`src/rtl/pc_redirect_unit.sv`:
```
// Fetch PC generator for the MIPS front end.
// It holds the architectural fetch PC and picks one of N_SRC redirect sources
// by fixed priority, where index 0 is the highest priority. With no redirect
// it advances by FETCH_WIDTH words per accepted request.
// A redirect that arrives while the front end is frozen is buffered in a
// pending slot. A misaligned target parks the unit in ERR until the next
// redirect.
module pc_redirect_unit #(
  parameter int              N_SRC       = 4,
  parameter int              FETCH_WIDTH = 1,
  parameter int              ADDR_W      = 32,
  parameter logic [ADDR_W-1:0] RESET_PC  = 32'hBFC0_0000,
  localparam int             SRC_W       = (N_SRC > 1) ? $clog2(N_SRC) : 1
) (
  input  logic                    clk,
  input  logic                    resetn,
  input  logic [N_SRC-1:0]        redirect_valid_i,
  input  logic [N_SRC*ADDR_W-1:0] redirect_pc_i,
  input  logic                    hold_i,
  input  logic                    pc_ready_i,
  output logic [ADDR_W-1:0]       pc_o,
  output logic                    pc_valid_o,
  output logic                    addr_err_o,
  output logic                    pending_o,
  output logic [SRC_W-1:0]        redirect_src_o
);

  typedef enum logic {RUN, ERR} state_t;

  localparam logic [ADDR_W-1:0] STEP = ADDR_W'(FETCH_WIDTH * 4);

  state_t            state_reg, state_next;
  logic [ADDR_W-1:0] pc_reg, pc_next;
  logic              pending_reg, pending_next;
  logic [SRC_W-1:0]  pend_idx_reg, pend_idx_next;
  logic [ADDR_W-1:0] pend_pc_reg, pend_pc_next;
  logic [SRC_W-1:0]  src_reg, src_next;

  logic [ADDR_W-1:0] target_arr [N_SRC];
  logic              any_valid;
  logic [SRC_W-1:0]  win_idx;
  logic [ADDR_W-1:0] win_pc;
  logic              take_new;
  logic [SRC_W-1:0]  sel_idx;
  logic [ADDR_W-1:0] sel_pc;
  logic [ADDR_W-1:0] seq_pc;

  // Unpack the flat target bus into one entry per source.
  generate
    for (genvar gi = 0; gi < N_SRC; gi++) begin : g_unpack
      assign target_arr[gi] = redirect_pc_i[gi*ADDR_W +: ADDR_W];
    end
  endgenerate

  // Fixed-priority pick. The loop scans from the lowest priority upwards, so
  // the lowest valid index is the one left standing.
  always_comb begin
    win_idx = '0;
    win_pc  = target_arr[0];
    for (int k = N_SRC - 1; k >= 0; k--) begin
      if (redirect_valid_i[k]) begin
        win_idx = SRC_W'(k);
        win_pc  = target_arr[k];
      end
    end
  end

  assign any_valid = |redirect_valid_i;
  // A new redirect beats the buffered one when its priority is equal or better.
  assign take_new  = any_valid && (!pending_reg || (win_idx <= pend_idx_reg));
  assign sel_idx   = take_new ? win_idx : pend_idx_reg;
  assign sel_pc    = take_new ? win_pc  : pend_pc_reg;

  // Realign to the start of the current fetch group, then step one group.
  assign seq_pc = (pc_reg & ~(STEP - ADDR_W'(1))) + STEP;

  // The request is valid only when running, unfrozen, with nothing buffered.
  // It is also gated by reset so that nothing is requested while reset is held.
  assign pc_valid_o     = resetn && (state_reg == RUN) && !hold_i && !pending_reg;
  assign pc_o           = pc_reg;
  assign addr_err_o     = (state_reg == ERR);
  assign pending_o      = pending_reg;
  assign redirect_src_o = src_reg;

  // Next-state selection: buffer during hold, else apply a redirect, else advance.
  always_comb begin
    state_next    = state_reg;
    pc_next       = pc_reg;
    pending_next  = pending_reg;
    pend_idx_next = pend_idx_reg;
    pend_pc_next  = pend_pc_reg;
    src_next      = src_reg;
    if (hold_i) begin
      if (take_new) begin
        pending_next  = 1'b1;
        pend_idx_next = win_idx;
        pend_pc_next  = win_pc;
      end
    end else if (any_valid || pending_reg) begin
      // An unaccepted in-flight request is simply dropped here.
      pc_next      = sel_pc;
      pending_next = 1'b0;
      src_next     = sel_idx;
      state_next   = (sel_pc[1:0] != 2'b00) ? ERR : RUN;
    end else if ((state_reg == RUN) && pc_valid_o && pc_ready_i) begin
      pc_next = seq_pc;
    end
  end

  // State registers; the buffered redirect is discarded on reset.
  always_ff @(posedge clk or negedge resetn) begin
    if (!resetn) begin
      state_reg    <= RUN;
      pc_reg       <= RESET_PC;
      pending_reg  <= 1'b0;
      pend_idx_reg <= '0;
      pend_pc_reg  <= '0;
      src_reg      <= '0;
    end else begin
      state_reg    <= state_next;
      pc_reg       <= pc_next;
      pending_reg  <= pending_next;
      pend_idx_reg <= pend_idx_next;
      pend_pc_reg  <= pend_pc_next;
      src_reg      <= src_next;
    end
  end

endmodule

```
`config.mk`:
```
export PLATFORM = sky130hd
export DESIGN_NAME = pc_redirect_unit
export DESIGN_NICKNAME = d
export VERILOG_FILES = /design/src/rtl/pc_redirect_unit.sv
export SDC_FILE = /design/constraint.sdc
export NUM_CORES = 1
export LEC_CHECK = 0
export CELL_PAD_IN_SITES_DETAIL_PLACEMENT = 0
export CELL_PAD_IN_SITES_GLOBAL_PLACEMENT = 1
export CORE_UTILIZATION = 30
export DETAILED_ROUTE_END_ITERATION = 6
export MAX_ROUTING_LAYER = met4
export PLACE_DENSITY_LB_ADDON = 0.1
export REMOVE_ABC_BUFFERS = 1
export SETUP_SLACK_MARGIN = 0.3
export SYNTH_ARGS = -nofsm -noshare
export SYNTH_HDL_FRONTEND = slang
export SYNTH_SLANG_ARGS = --single-unit
```
`constraint.sdc`:
```
create_clock -name clk -period 1.9 [get_ports clk]
set_input_delay 0.38 -clock clk [delete_from_list [all_inputs] [get_ports clk]]
set_output_delay 0.38 -clock clk [all_outputs]
set_load 0.01 [all_outputs]
```
==> Word-level counts from Yosys, hierarchy flattened <==
Index checks and enable logic that the tools add are counted.
{ "totals": {"inputBits": 136, "regBits": 70} }
{ "classes": {"n_mux": 16, "n_lt_le_gt_ge": 1, "bitwise_logic": 2, "n_reduce_logical": 17, "eq_ne": 1, "add_sub_neg": 1} }
{ "ops": {"columns": ["op", "n"], "rows": [
  ["32-bit 2-to-1 mux", 7],
  ["32-bit by 3-bit adder with 32-bit output (second input constant)", 1],
  ["2-bit 2-to-1 mux", 5],
  ["1-bit logical AND", 6],
  ["2-bit AND reduction", 3],
  ["2-bit nonzero test", 3],
  ["1-bit 2-to-1 mux", 4],
  ["4-bit OR reduction", 1],
  ["2-bit less-or-equal comparator", 1],
  ["1-bit zero test", 2],
  ["1-bit logical OR", 2],
  ["2-bit by 1-bit inequality test with 1-bit output (second input constant)", 1],
  ["1-bit NOT", 2]
]} }

==> Depth between registers and ports, before layout <==
{ "depth": {"depth_word": 10, "ltp_mapped": 11} }

==> Worst setup path before layout <==
OpenSTA, ideal clock, no wires.
{ "synth_path": {"path_type": "input to register", "start": "input port redirect_valid_i[0]", "end": "register pend_pc_reg[22]", "required_ps": 1790, "slack_ps": -864, "path_stages": 10, "path_buffers": 3, "setup_ps": 110, "arrival_ps": 2654, "cell_sequence": "clkbuf_1 > or2_2 > clkbuf_1 > nor2_1 > ha_1 > nor2b_1 > o211ai_2 > nand3_1 > clkbuf_1 > o41ai_1"} }
{ "synth_via": {"elab_chain_len": 5, "word_cells_on_any_way": 7, "cone_classes": "1 x order compare; 3 x mux; 3 x reduce/logical"} }
{ "synth_lines": {"columns": ["item", "line_no", "text"], "rows": [
  ["from (decl)", "17", "input logic [N_SRC-1:0] redirect_valid_i,"],
  ["2-bit 2-to-1 mux", "61", "if (redirect_valid_i[k]) begin"],
  ["2-bit less-or-equal comparator", "70", "assign take_new = any_valid && (!pending_reg || (win_idx <= pend_idx_reg));"],
  ["1-bit logical OR", "70", null],
  ["1-bit logical AND", "70", null],
  ["32-bit 2-to-1 mux *", null, null],
  ["to (signal assigned)", "124", "pend_pc_reg <= pend_pc_next;"],
  ["to (decl)", "36", "logic [ADDR_W-1:0] pend_pc_reg, pend_pc_next;"]
]} }
Mark *: on every way between the ends. The rest lies on a longest branch, timed or not.
A chain may end at the register's enable or synchronous reset.

==> Worst setup path after layout <==
{ "layout_path": {"start": "input port redirect_valid_i[0]", "end": "register pend_pc_reg[6]"} }
Same word-level chain as after synthesis.

==> flow_summary.toml <==
[worst_setup_path]
critPathMaxStageDelay_ns = 0.27
cp.required_ns = 2.12
critPathLaunchType = "input port"
cp_slowest_cell = "or2_4"
crit_buf_inv = 3
critPathMaxFanout = 8
critical_path_class = "in -> reg"
crit_chain = "buf_6 > or2_4 > nor2_4 > ha_4 > nor2b_4 > o211ai_4 > nand3_2 > buf_8 > buf_12 > mux2_2"
cp.arrival_ns = 2.21
crit_path_end_kind = "flip-flop"
critical_path.top_delay_family = "simple AND/OR/NAND/NOR gates"

[synthesis]
yosys-top-cells-area = "dfrtp_1 (31%), a21oi_1 (6.3%), mux2_2 (6.2%)"
synthFlopType = "dfrtp_1"
synth_seq_cells = 70
yosysTopAreaCellShare_pct = 31.2
post-synth-top-count-cell = "a21oi_1"
syn_inst = 574
synthDistinctLibCells = 64
synthArstFlopShare_pct = 100
yosys_warnings = 0
syn_area_sq_um = 4900
yosys.area.top_type = "dfrtp_1"
syn-mean-instance-area_sq_um = 8.53
synth.top_cells.by_count = "a21oi_1 (62), dfrtp_1 (61), nand2_1 (51)"
synth_edf_count = 0
ys_seq_area_share_pct = 36.0

[drt]
drcViolationCount = 0
wl_um = 21700
first_pass_iters = 5
detail_route.wl_per_cell_um = 19.6
drt_iter0_drc = 355
ant_nets = 0
vias = 6076
routed_via_density = 5.49

[grt]
grt_max_degree = 69
grt_pass1_wl_um = 32600
first_global_vias = 5966
antenna_found_initial = 0
grt_overflow = 0
grt_use_total_pct = 26.3

[power]
powerDensity_nw_per_um2 = 790
leakage_nw = 3.75
ir_drop_v = 0.000373

[sta]
min_period_over_period_pct = 105
finalSetupTns_ns = -1.66
clock.fmax_mhz = 502
drv_slew = 0
max-slew-margin-rel_pct = 40.7
fin_worst_skew_ns = 0.00501
setup_viol = 29
layout_min_cycle_time_ns = 1.99
rsz0062_at_grt = "yes"
finalHoldViolCount = 0
setup_slack_ns = -0.0903
tightest_slew_ns = 0.890

[finish]
drive_above_1_share_pct = 39.9
insertedDiodeCount = 0
nFillCells = 1387
register_area_sq_um = 1770
syn2layout_area_growth_pct = 85.9
nets = 1024
multiInputGateArea_sq_um = 3540
finalInstanceArea_sq_um = 9100

[die]
io_pins = 173
core-area_sq_um = 15900
rows = 46
initial_core_util_pct = 30.8
dieArea_sq_um = 16800
die_w_um = 130
die_y_um = 130

[cts]
clk_latency_ns = 0.34
cts_buffer_depth = 2
htreeDepth = 3
clk_pin_slew_worst_paths_ns = 0.06
clock_sinks = 70
tritoncts = "yes"
cts_buffers = 9
cts_root_buf = "clkbuf_16"

[run_status]
violations = "setup timing"
outcome = "complete, but fails checks"

[worst_hold_path]
hp-class = "in -> async"

[placed_design]
post-dp-hpwl_um = 15800
postPlaceCellArea_sq_um = 7690
gp_congestion = 0.873
io_buffers = 172

[flow_run]
cap_violations = 0
## worst paths after layout
path | start | to | slack, ns | depth (start not counted)
worst min-delay path | resetn | pc_o[12]$_DFFE_PN0P_ | 0.35 | 2
worst max-delay path | redirect_valid_i[0] | pend_pc_reg[6]$_DFFE_PN0P_ | -0.09 | 10
worst min register to register | redirect_src_o[1]$_DFFE_PN0P_ | redirect_src_o[1]$_DFFE_PN0P_ | 0.47 | 2
worst max register to register | pend_idx_reg[1]$_DFFE_PN0P_ | pend_pc_reg[6]$_DFFE_PN0P_ | -0.06 | 8
min in group clk | redirect_src_o[1]$_DFFE_PN0P_ | redirect_src_o[1]$_DFFE_PN0P_ | 0.47 | 2
max in group asynchronous | resetn | pc_o[18]$_DFFE_PN0P_ | 0.89 | 2
## through the flow
step	setup slack, ns	hold WS (ns)	cells	total power [W]	utilization (%)
CTS	-0.0678	0.392	1093	0.00682	54.3
finish	-0.0903	0.349	1106	0.00719	57.3
global placement	-1.10	0.215	1048	0.00472	48.4
floorplan	-1.18	0.0844	530	0.00319	-
global route	-0.132	0.435	1106	0.00754	57.3
detailed placement	-1.16	0.218	1048	0.00475	48.4
## cell type report
cell class	instances	area share (%)
clock inverters	4	0.495
flip-flops and latches	70	19.4
repair buffers	344	35.1
well taps	216	2.97
clock buffers	12	2.82
multi-input cells	453	38.9
inverters	7	0.289
## layer usage
layer	GRT usage (%)	wire, um	vias up
met5	-	0	-
met4	6.63	321	0
met3	4.06	1160	26
met2	40.7	10100	242
met1	35.8	10100	2961
li1	-	-	2847
## repair_timing
item / CTS / global route
endpoints found under the setup margin: 106 / 83
pin swaps: 46 / 41
resized for setup: 195 / 109
hold buffers: 1 / 0
gates cloned: 2 / 0
buffers inserted: 26 / 13
hold endpoints to repair: 2 / 0
## placed cells by master (no fill, tap or decap), types with 9 or more instances in the layout
master,count
a21oi_1,42
nor2_1,28
buf_6,36
mux2_2,27
o21ai_0,21
nand3_1,16
a21oi_2,17
mux2i_1,9
dfrtp_1,58
dlygate4sd2_1,24
nand4_1,13
clkdlybuf4s50_1,129
buf_4,126
a2bb2oi_1,12
o21ai_2,12
o21ai_1,13
nand2b_1,14
dfstp_2,9
clkbuf_16,9
nand2_1,36
o211ai_1,14
## logic make-up after synthesis
family	after synthesis	share of synthesized area [%]
buffers and inverters	51	4.40
adder cells (fa/ha/maj)	3	0.767
flip-flops	70	36.0
multiplexers	38	8.46
AND/OR/NAND/NOR	187	19.5
AO/OA/AOI/OAI	225	30.9
## where the power goes
group	internal, W	switching [W]	leakage [nW]
Combinational	0.00171	0.00150	2.79
Clock	0.00108	0.000642	0.152
Sequential	0.00191	0.000350	0.810
Total	0.00470	0.00249	3.75
Power figures use the tool's default switching activity.
